$ cat config.mk
export PLATFORM = sky130hd
export DESIGN_NAME = mixcolumns_serial_flat
export DESIGN_NICKNAME = d
export VERILOG_FILES = /design/src/rtl/mixcolumns_serial_if.sv /design/src/rtl/mixcolumns_serial.sv /design/src/flat_wrapper.sv
export SDC_FILE = /design/constraint.sdc
export NUM_CORES = 1
export LEC_CHECK = 0
export CAP_MARGIN = 20
export CORE_AREA = 4 4 87 89
export DETAILED_ROUTE_END_ITERATION = 10
export DIE_AREA = 0 0 91 93
export MAX_ROUTING_LAYER = met4
export PLACE_DENSITY = 0.94
export SLEW_MARGIN = 25
export SYNTH_ARGS = -nofsm -noshare
export SYNTH_HDL_FRONTEND = slang
export SYNTH_SLANG_ARGS = --single-unit
$ cat constraint.sdc
create_clock -name clk -period 2.51 [get_ports clk]
set_input_delay 0.502 -clock clk [delete_from_list [all_inputs] [get_ports clk]]
set_output_delay 0.502 -clock clk [all_outputs]
set_load 0.01 [all_outputs]
$ cat src/rtl/mixcolumns_serial_if.sv
// Byte-stream bundle for the serial MixColumns stage:
// upstream byte input plus downstream byte output.
interface mixcolumns_serial_if;
  logic       in_valid;
  logic       in_ready;
  logic [7:0] in_data;
  logic       final_round;
  logic       out_valid;
  logic       out_ready;
  logic [7:0] out_data;
  logic       out_last;
  logic       out_blk_last;

  modport master (
    output in_valid,
    output in_data,
    output final_round,
    output out_ready,
    input  in_ready,
    input  out_valid,
    input  out_data,
    input  out_last,
    input  out_blk_last
  );

  modport slave (
    input  in_valid,
    input  in_data,
    input  final_round,
    input  out_ready,
    output in_ready,
    output out_valid,
    output out_data,
    output out_last,
    output out_blk_last
  );
endinterface

$ cat src/rtl/mixcolumns_serial.sv
// Byte-serial AES MixColumns with final-round bypass.
// Separate input/output column buffers sustain 1 byte/cycle.
module mixcolumns_serial #(
  parameter int COLS_PER_BLOCK = 4,
  parameter bit BYPASS_EN      = 1'b1
) (
  input logic clk,
  input logic rst_n,
  mixcolumns_serial_if.slave bus
);

  localparam int CW =
    (COLS_PER_BLOCK > 1) ? $clog2(COLS_PER_BLOCK) : 1;
  localparam logic [CW-1:0] COL_MAX =
    CW'(COLS_PER_BLOCK - 1);

  function automatic logic [7:0] xtime(
    input logic [7:0] x
  );
    return {x[6:0], 1'b0} ^ (x[7] ? 8'h1b : 8'h00);
  endfunction

  logic [3:0][7:0] a_q;
  logic [1:0]      in_cnt_q;
  logic [1:0]      in_cnt_d;
  logic            full_q;
  logic            full_d;
  logic            fr_q;
  logic            fr_d;

  logic [3:0][7:0] r_q;
  logic [1:0]      out_cnt_q;
  logic [1:0]      out_cnt_d;
  logic            out_valid_q;
  logic            out_valid_d;
  logic [CW-1:0]   out_col_q;
  logic [CW-1:0]   out_col_d;

  logic            in_hs;
  logic            out_hs;
  logic            out_byte3;
  logic            drain_done;
  logic            xfer;
  logic            byp;
  logic [3:0][7:0] m2;
  logic [3:0][7:0] m3;
  logic [3:0][7:0] mix;
  logic [3:0][7:0] r_nxt;

  assign in_hs      = bus.in_valid && bus.in_ready;
  assign out_hs     = bus.out_valid && bus.out_ready;
  assign out_byte3  = (out_cnt_q == 2'd3);
  assign drain_done = out_hs && out_byte3;

  // A full column moves across when the out buffer
  // is empty or hands off its last byte this cycle.
  assign xfer = full_q && (!out_valid_q || drain_done);

  // Byte 0 of the next column may enter on the
  // transfer edge; the transfer reads the old a_q.
  assign bus.in_ready = rst_n && (!full_q || xfer);

  assign byp = BYPASS_EN ? fr_q : 1'b0;

  always_comb begin
    m2  = '0;
    m3  = '0;
    mix = '0;
    for (int k = 0; k < 4; k++) begin
      m2[k] = xtime(a_q[k]);
      m3[k] = m2[k] ^ a_q[k];
    end
    mix[0] = m2[0] ^ m3[1] ^ a_q[2] ^ a_q[3];
    mix[1] = a_q[0] ^ m2[1] ^ m3[2] ^ a_q[3];
    mix[2] = a_q[0] ^ a_q[1] ^ m2[2] ^ m3[3];
    mix[3] = m3[0] ^ a_q[1] ^ a_q[2] ^ m2[3];
  end

  assign r_nxt = byp ? a_q : mix;

  always_comb begin
    in_cnt_d = in_cnt_q;
    full_d   = full_q;
    fr_d     = fr_q;
    if (xfer) begin
      full_d = 1'b0;
    end
    if (in_hs) begin
      in_cnt_d = in_cnt_q + 2'd1;
      if (in_cnt_q == 2'd0) begin
        fr_d = bus.final_round;
      end
      if (in_cnt_q == 2'd3) begin
        full_d = 1'b1;
      end
    end
  end

  always_ff @(posedge clk) begin
    if (!rst_n) begin
      a_q      <= '0;
      in_cnt_q <= '0;
      full_q   <= 1'b0;
      fr_q     <= 1'b0;
    end else begin
      if (in_hs) begin
        a_q[in_cnt_q] <= bus.in_data;
      end
      in_cnt_q <= in_cnt_d;
      full_q   <= full_d;
      fr_q     <= fr_d;
    end
  end

  always_comb begin
    out_cnt_d   = out_cnt_q;
    out_valid_d = out_valid_q;
    out_col_d   = out_col_q;
    if (out_hs) begin
      out_cnt_d = out_cnt_q + 2'd1;
      if (out_byte3) begin
        out_valid_d = 1'b0;
        out_col_d   = (out_col_q == COL_MAX)
                      ? '0
                      : out_col_q + CW'(1);
      end
    end
    if (xfer) begin
      out_cnt_d   = 2'd0;
      out_valid_d = 1'b1;
    end
  end

  always_ff @(posedge clk) begin
    if (!rst_n) begin
      r_q         <= '0;
      out_cnt_q   <= '0;
      out_valid_q <= 1'b0;
      out_col_q   <= '0;
    end else begin
      if (xfer) begin
        r_q <= r_nxt;
      end
      out_cnt_q   <= out_cnt_d;
      out_valid_q <= out_valid_d;
      out_col_q   <= out_col_d;
    end
  end

  assign bus.out_valid    = out_valid_q;
  assign bus.out_data     = r_q[out_cnt_q];
  assign bus.out_last     = out_valid_q && out_byte3;
  assign bus.out_blk_last = bus.out_last
                            && (out_col_q == COL_MAX);

endmodule

$ cat src/flat_wrapper.sv
// flat-port wrapper written by rule: the top's interface ports become plain ports
module mixcolumns_serial_flat 
#(
  parameter int COLS_PER_BLOCK = 4,
  parameter bit BYPASS_EN      = 1'b1
)
  (clk, rst_n, bus_in_valid, bus_in_data, bus_final_round, bus_out_ready, bus_in_ready, bus_out_valid, bus_out_data, bus_out_last, bus_out_blk_last);
  mixcolumns_serial_if bus_i ();
  input logic clk;
  input logic rst_n;
  input wire logic [$bits(bus_i.in_valid)-1:0] bus_in_valid;
  input wire logic [$bits(bus_i.in_data)-1:0] bus_in_data;
  input wire logic [$bits(bus_i.final_round)-1:0] bus_final_round;
  input wire logic [$bits(bus_i.out_ready)-1:0] bus_out_ready;
  output wire logic [$bits(bus_i.in_ready)-1:0] bus_in_ready;
  output wire logic [$bits(bus_i.out_valid)-1:0] bus_out_valid;
  output wire logic [$bits(bus_i.out_data)-1:0] bus_out_data;
  output wire logic [$bits(bus_i.out_last)-1:0] bus_out_last;
  output wire logic [$bits(bus_i.out_blk_last)-1:0] bus_out_blk_last;
  assign bus_i.in_valid = bus_in_valid;
  assign bus_i.in_data = bus_in_data;
  assign bus_i.final_round = bus_final_round;
  assign bus_i.out_ready = bus_out_ready;
  assign bus_in_ready = bus_i.in_ready;
  assign bus_out_valid = bus_i.out_valid;
  assign bus_out_data = bus_i.out_data;
  assign bus_out_last = bus_i.out_last;
  assign bus_out_blk_last = bus_i.out_blk_last;
  mixcolumns_serial #(.COLS_PER_BLOCK(COLS_PER_BLOCK), .BYPASS_EN(BYPASS_EN)) u_core (.clk(clk), .rst_n(rst_n), .bus(bus_i));
endmodule
Word level (Yosys, flattened, before mapping)

Cells that the tools add are included.

Output and inout port bits: 12
Logic and storage cells: 80
Input bits: 13
Bits in registers: 73

Reductions and logical operators: 19
Equal/unequal tests: 3
Mux-type cells: 17
Bitwise gates (word level): 21
$lt $le $gt $ge: 3
$add $sub $neg: 3

Operator list:

| operator                                                                             | count |
|---|---|
| 8-bit XOR                                                                            | 20 |
| 32-bit bitwise mux                                                                   | 1 |
| 32-bit 2-to-1 mux                                                                    | 1 |
| 5-bit 2-to-1 mux                                                                     | 4 |
| 8-bit binary-select mux with 2-bit select                                            | 1 |
| 8-bit demux with 2-bit select                                                        | 1 |
| 8-bit 2-to-1 mux                                                                     | 2 |
| 1-bit logical AND                                                                    | 8 |
| 2-bit by 1-bit adder with 2-bit output (second input constant)                       | 3 |
| 2-bit == test (second input constant)                                                | 3 |
| 2-bit by 3-bit < comparator with 1-bit output (second input constant)                | 2 |
| 1-bit 2-to-1 mux                                                                     | 6 |
| 2-bit AND reduction                                                                  | 3 |
| 2-bit nonzero test                                                                   | 2 |
| 2-bit by 1-bit greater-or-equal comparator with 1-bit output (second input constant) | 1 |
| 1-bit zero test                                                                      | 2 |
| 2-bit zero test                                                                      | 1 |
| 1-bit logical OR                                                                     | 2 |
| 2-bit 2-to-1 mux                                                                     | 1 |
| 2-bit OR reduction                                                                   | 1 |
| 1-bit inverter                                                                       | 1 |

Logic depth before layout (Yosys ltp)

Depth after elaboration: 8
Mapped depth: 8
Mapped depth without buffers: 6

Least setup slack after synthesis

Ideal clock, no wire load.

Path kind: register -> output
From: reg u_core.out_cnt_q[1]
To: out bus_out_data[0]
Arrival time: 1221 ps
Data required time: 2008 ps
Slack: 787 ps
Path buffers: 1
Cell stages (with the launch flop): 3
Path through: dfxtp_1 > clkbuf_1 > mux4_2

Longest elaborated chain between the ends: 2

Ends and longest elaborated chain:

| element                                   | line                     | source |
|---|---|---|
| start, declared                           | mixcolumns_serial.sv:32  | `logic [1:0] out_cnt_q;` |
| start signal, assigned                    | mixcolumns_serial.sv:144 | `out_cnt_q <= out_cnt_d;` |
| 8-bit binary-select mux with 2-bit select | mixcolumns_serial.sv:151 | `assign bus.out_data = r_q[out_cnt_q];` |
| 8-bit 2-to-1 mux (implied by the code)    | mixcolumns_serial.sv:151 |  |
| end, declared                             | flat_wrapper.sv:17       | `output wire logic [$bits(bus_i.out_data)-1:0] bus_out_data;` |

No other way between the ends. The select of a mux whose other input is x is not followed.

Worst setup path in the final report

From: reg u_core.out_cnt_q[1]
To: out bus_out_data[1]

Same word-level chain as after synthesis.

==> results.json <==
{
  "clock_insertion_delay_worst_skew_ns": 0.36,
  "tightest_pin_transition_ns": 0.620,
  "routabilityCongestion": 0.856,
  "worstPathArrival_ns": 1.96,
  "number_of_iterations_in_the_first_detailed_routing_pass": 4,
  "postCtsSetupBuffers": 0,
  "global_route.usage.total": 0.232,
  "num_ports": 25,
  "critPathMaxFanout": 8,
  "synth_cell_types": 34,
  "grt_antenna_before_repair": 0,
  "tritoncts": "done",
  "min_path_type": "reg2reg",
  "die_width_um": 91,
  "asyncSetResetFlopFracSynth": 0,
  "final.setup.tns_ns": 0,
  "cp_slowest_cell": "sky130_fd_sc_hd__mux4_2",
  "areaGrowthSynthToFinish_pct": 9.92,
  "outcome": "complete, no violations",
  "buffer_ports.inserted": 24,
  "cts_inserted_buffers": 9,
  "finalClockSkew_ns": 0.0115,
  "placeableCoreArea_um2": 6760,
  "required_ns": 2.01,
  "rsz0062_at_grt": "no",
  "htree_num_levels": 3,
  "drt_iter0_markers": 233,
  "clock_sink_count": 73,
  "antenna_left": 0,
  "worstSetupStartpointType": "register",
  "cp_cell_sequence": "buf_6 -> mux4_2 -> clkdlybuf4s50_1",
  "timing.critical_path.buf_inv": 2,
  "initial_core_util": 0.629,
  "drive_above_1_share": 0.115,
  "dieHeight_um": 93,
  "global_route.overflow_total": 0,
  "yosysWarningCount": 0,
  "fin_cells": 497,
  "achievable-frequency_ghz": 0.407,
  "viasPerCell": 5.88,
  "wire_per_inst_um": 18.2,
  "yosys.area.top_type": "sky130_fd_sc_hd__dfxtp_1",
  "critPathCaptureType": "output pin",
  "power.density_cell_area_nw_per_um2": 539,
  "yosysSeqAreaShare": 0.344,
  "grt_first_pass_wirelength_um": 15200,
  "cts.root.buffer_cell": "sky130_fd_sc_hd__clkbuf_8",
  "grt_pass1_vias": 3052,
  "ff2ff_setup_slack_ns": 0.48,
  "synth_area_um2": 4250,
  "fp-row-count": 30,
  "max-clock-path-buffers": 2,
  "synth_area_leaders": "sky130_fd_sc_hd__dfxtp_1 (34%), sky130_fd_sc_hd__xnor2_1 (15%), sky130_fd_sc_hd__mux2i_1 (8.0%)",
  "final_min_period_over_clock_period": 0.979,
  "timing.slew.headroom": 0.587,
  "synth_top_area_frac": 0.344,
  "synth.ff_latch_count": 73,
  "synthFlopType": "sky130_fd_sc_hd__dfxtp_1",
  "timing.hold.ws_ns": 0.505,
  "synth.net_count": 431,
  "edff_count_synth": 0,
  "vdd_ir_drop_max_uv": 401,
  "min_period_ns": 2.46,
  "avgSynthCellArea_um2": 10.3,
  "timing.max_cap.violations": 0,
  "detailroute.via_count": 2920,
  "final_nets": 431,
  "report.final.slew_viol_count": 0,
  "clkTransAtPathRegs_ns": 0.08,
  "design.die.area_um2": 8460,
  "placed_cells": 481,
  "path_class": "reg2out",
  "antenna-diode-count": 0,
  "cpPeakStageDelay_ns": 0.52,
  "hold_violations": 0,
  "drt_drc_violations_left": 0,
  "drt_wl_total_um": 9040,
  "power.leakage_nw": 1.75,
  "setup_viol_count_final": 0,
  "place_hpwl_um": 6380,
  "grt_start_max_net_pins": 35,
  "critical-path-top-delay-family": "buffers and inverters",
  "postSynthCellCount": 412
}
## kinds of logic after synthesis
logic type / Yosys count / share of synthesized area
AOI/OAI and AO/OA: 76 / 0.132
xor gates and xnor gates: 107 / 0.241
adders and majority gates: 6 / 0.0177
buffers and inverters: 50 / 0.0636
DFF: 73 / 0.344
muxes: 42 / 0.122
and+or+nand+nor: 58 / 0.0798
## flip-flops by register name (all words and copies together), names as in the netlist
signal,cells
u_core.full_q,1
u_core.a_q,32
u_core.bus.out_valid,1
u_core.out_col_q,2
u_core.in_cnt_q,2
u_core.byp,1
u_core.r_q,32
u_core.out_cnt_q,2
## cells in the final DEF (no fill, tap or decap), types with 2 or more instances in the layout
master	instances
sky130_fd_sc_hd__xnor2_1	74
sky130_fd_sc_hd__dfxtp_1	73
sky130_fd_sc_hd__nor2b_1	35
sky130_fd_sc_hd__mux2i_1	34
sky130_fd_sc_hd__xor2_1	24
sky130_fd_sc_hd__clkdlybuf4s50_1	23
sky130_fd_sc_hd__a22oi_1	18
sky130_fd_sc_hd__a22o_1	14
sky130_fd_sc_hd__a21o_1	14
sky130_fd_sc_hd__o21ai_0	13
sky130_fd_sc_hd__buf_4	10
sky130_fd_sc_hd__clkbuf_8	9
sky130_fd_sc_hd__nand2_1	8
sky130_fd_sc_hd__mux4_2	8
sky130_fd_sc_hd__o21ai_1	6
sky130_fd_sc_hd__nand3_1	6
sky130_fd_sc_hd__xor2_2	5
sky130_fd_sc_hd__ha_1	5
sky130_fd_sc_hd__and2_1	4
sky130_fd_sc_hd__inv_1	3
sky130_fd_sc_hd__xnor3_1	3
sky130_fd_sc_hd__a21oi_1	3
sky130_fd_sc_hd__a21oi_4	3
sky130_fd_sc_hd__o21a_1	2
sky130_fd_sc_hd__nor3_1	2
sky130_fd_sc_hd__a21boi_0	2
sky130_fd_sc_hd__clkinv_2	2
sky130_fd_sc_hd__bufinv_16	2
sky130_fd_sc_hd__clkinv_4	2
## synth_stat cells, types with 6 or more instances
library cell,number
sky130_fd_sc_hd__ha_1,6
sky130_fd_sc_hd__nand2_1,8
sky130_fd_sc_hd__xor2_1,24
sky130_fd_sc_hd__nor2b_1,35
sky130_fd_sc_hd__clkbuf_1,19
sky130_fd_sc_hd__dfxtp_1,73
sky130_fd_sc_hd__clkbuf_2,7
sky130_fd_sc_hd__nand3_1,6
sky130_fd_sc_hd__o21ai_1,6
sky130_fd_sc_hd__a22oi_1,18
sky130_fd_sc_hd__xnor2_1,74
sky130_fd_sc_hd__o21ai_0,13
sky130_fd_sc_hd__a21o_1,14
sky130_fd_sc_hd__mux4_2,8
sky130_fd_sc_hd__buf_2,15
sky130_fd_sc_hd__a22o_1,14
sky130_fd_sc_hd__mux2i_1,34
## layout make-up
cell class / count / area, um2
multi-input combinational: 289 / 2530
fill: 466 / 2090
sequential: 73 / 1460
timing repair buffer: 36 / 349
clock buffer: 9 / 124
tap: 80 / 100
clock inverter: 7 / 95.1
inverter: 3 / 11.3
## worst reg2reg max path, stage by stage (launching register included)
cell	delay [ns]
sky130_fd_sc_hd__dfxtp_1	0.33
sky130_fd_sc_hd__buf_4	0.17
sky130_fd_sc_hd__ha_2	0.23
sky130_fd_sc_hd__a21boi_2	0.07
sky130_fd_sc_hd__buf_4	0.20
sky130_fd_sc_hd__or3_1	0.64
sky130_fd_sc_hd__o21ai_0	0.29
## per-stage QoR
step | instance area, um2 | setup WS [ns] | util | total power, mW
global placement | 4440 | 0.134 | 0.657 | 1.50
detailed placement | 4440 | 0.119 | 0.657 | 1.51
CTS | 4660 | 0.000238 | 0.690 | 2.52
global route | 4670 | 0.00966 | 0.691 | 2.60
floorplan | 4250 | 0.787 | - | 1.45
finish | 4670 | 0.0525 | 0.691 | 2.52
## per-layer routing
layer  share of wire  routed length, um  vias up  global-route usage
li1                -                  -     1379                   -
met1            0.42               3780     1451               0.271
met2            0.52               4670       74               0.387
met3           0.045                404       16              0.0402
met4           0.020                179        0               0.116
met5               0                  0        -                   -
## repair_timing
item,in CTS,in global routing
endpoints found under the setup margin,1,3
resized for setup,2,2
hold buffers,0,0
cloned,0,0
## where the power goes
group	switching (mW)	total, mW	leakage, nW	internal [mW]
sequential	0.0313	1.21	0.589	1.17
combinational	0.134	0.280	1.05	0.146
clock	0.470	1.03	0.109	0.559
## path summary, 6_finish.rpt
path                        from         endpoint  cells past startpoint
max          u_core.out_cnt_q[1]  bus_out_data[1]                      3
min               u_core.r_q[13]   u_core.r_q[13]                      2
max reg2reg  u_core.out_cnt_q[0]    u_core.r_q[9]                      6
min reg2reg       u_core.r_q[13]   u_core.r_q[13]                      2
Power figures use the tool's default switching activity.
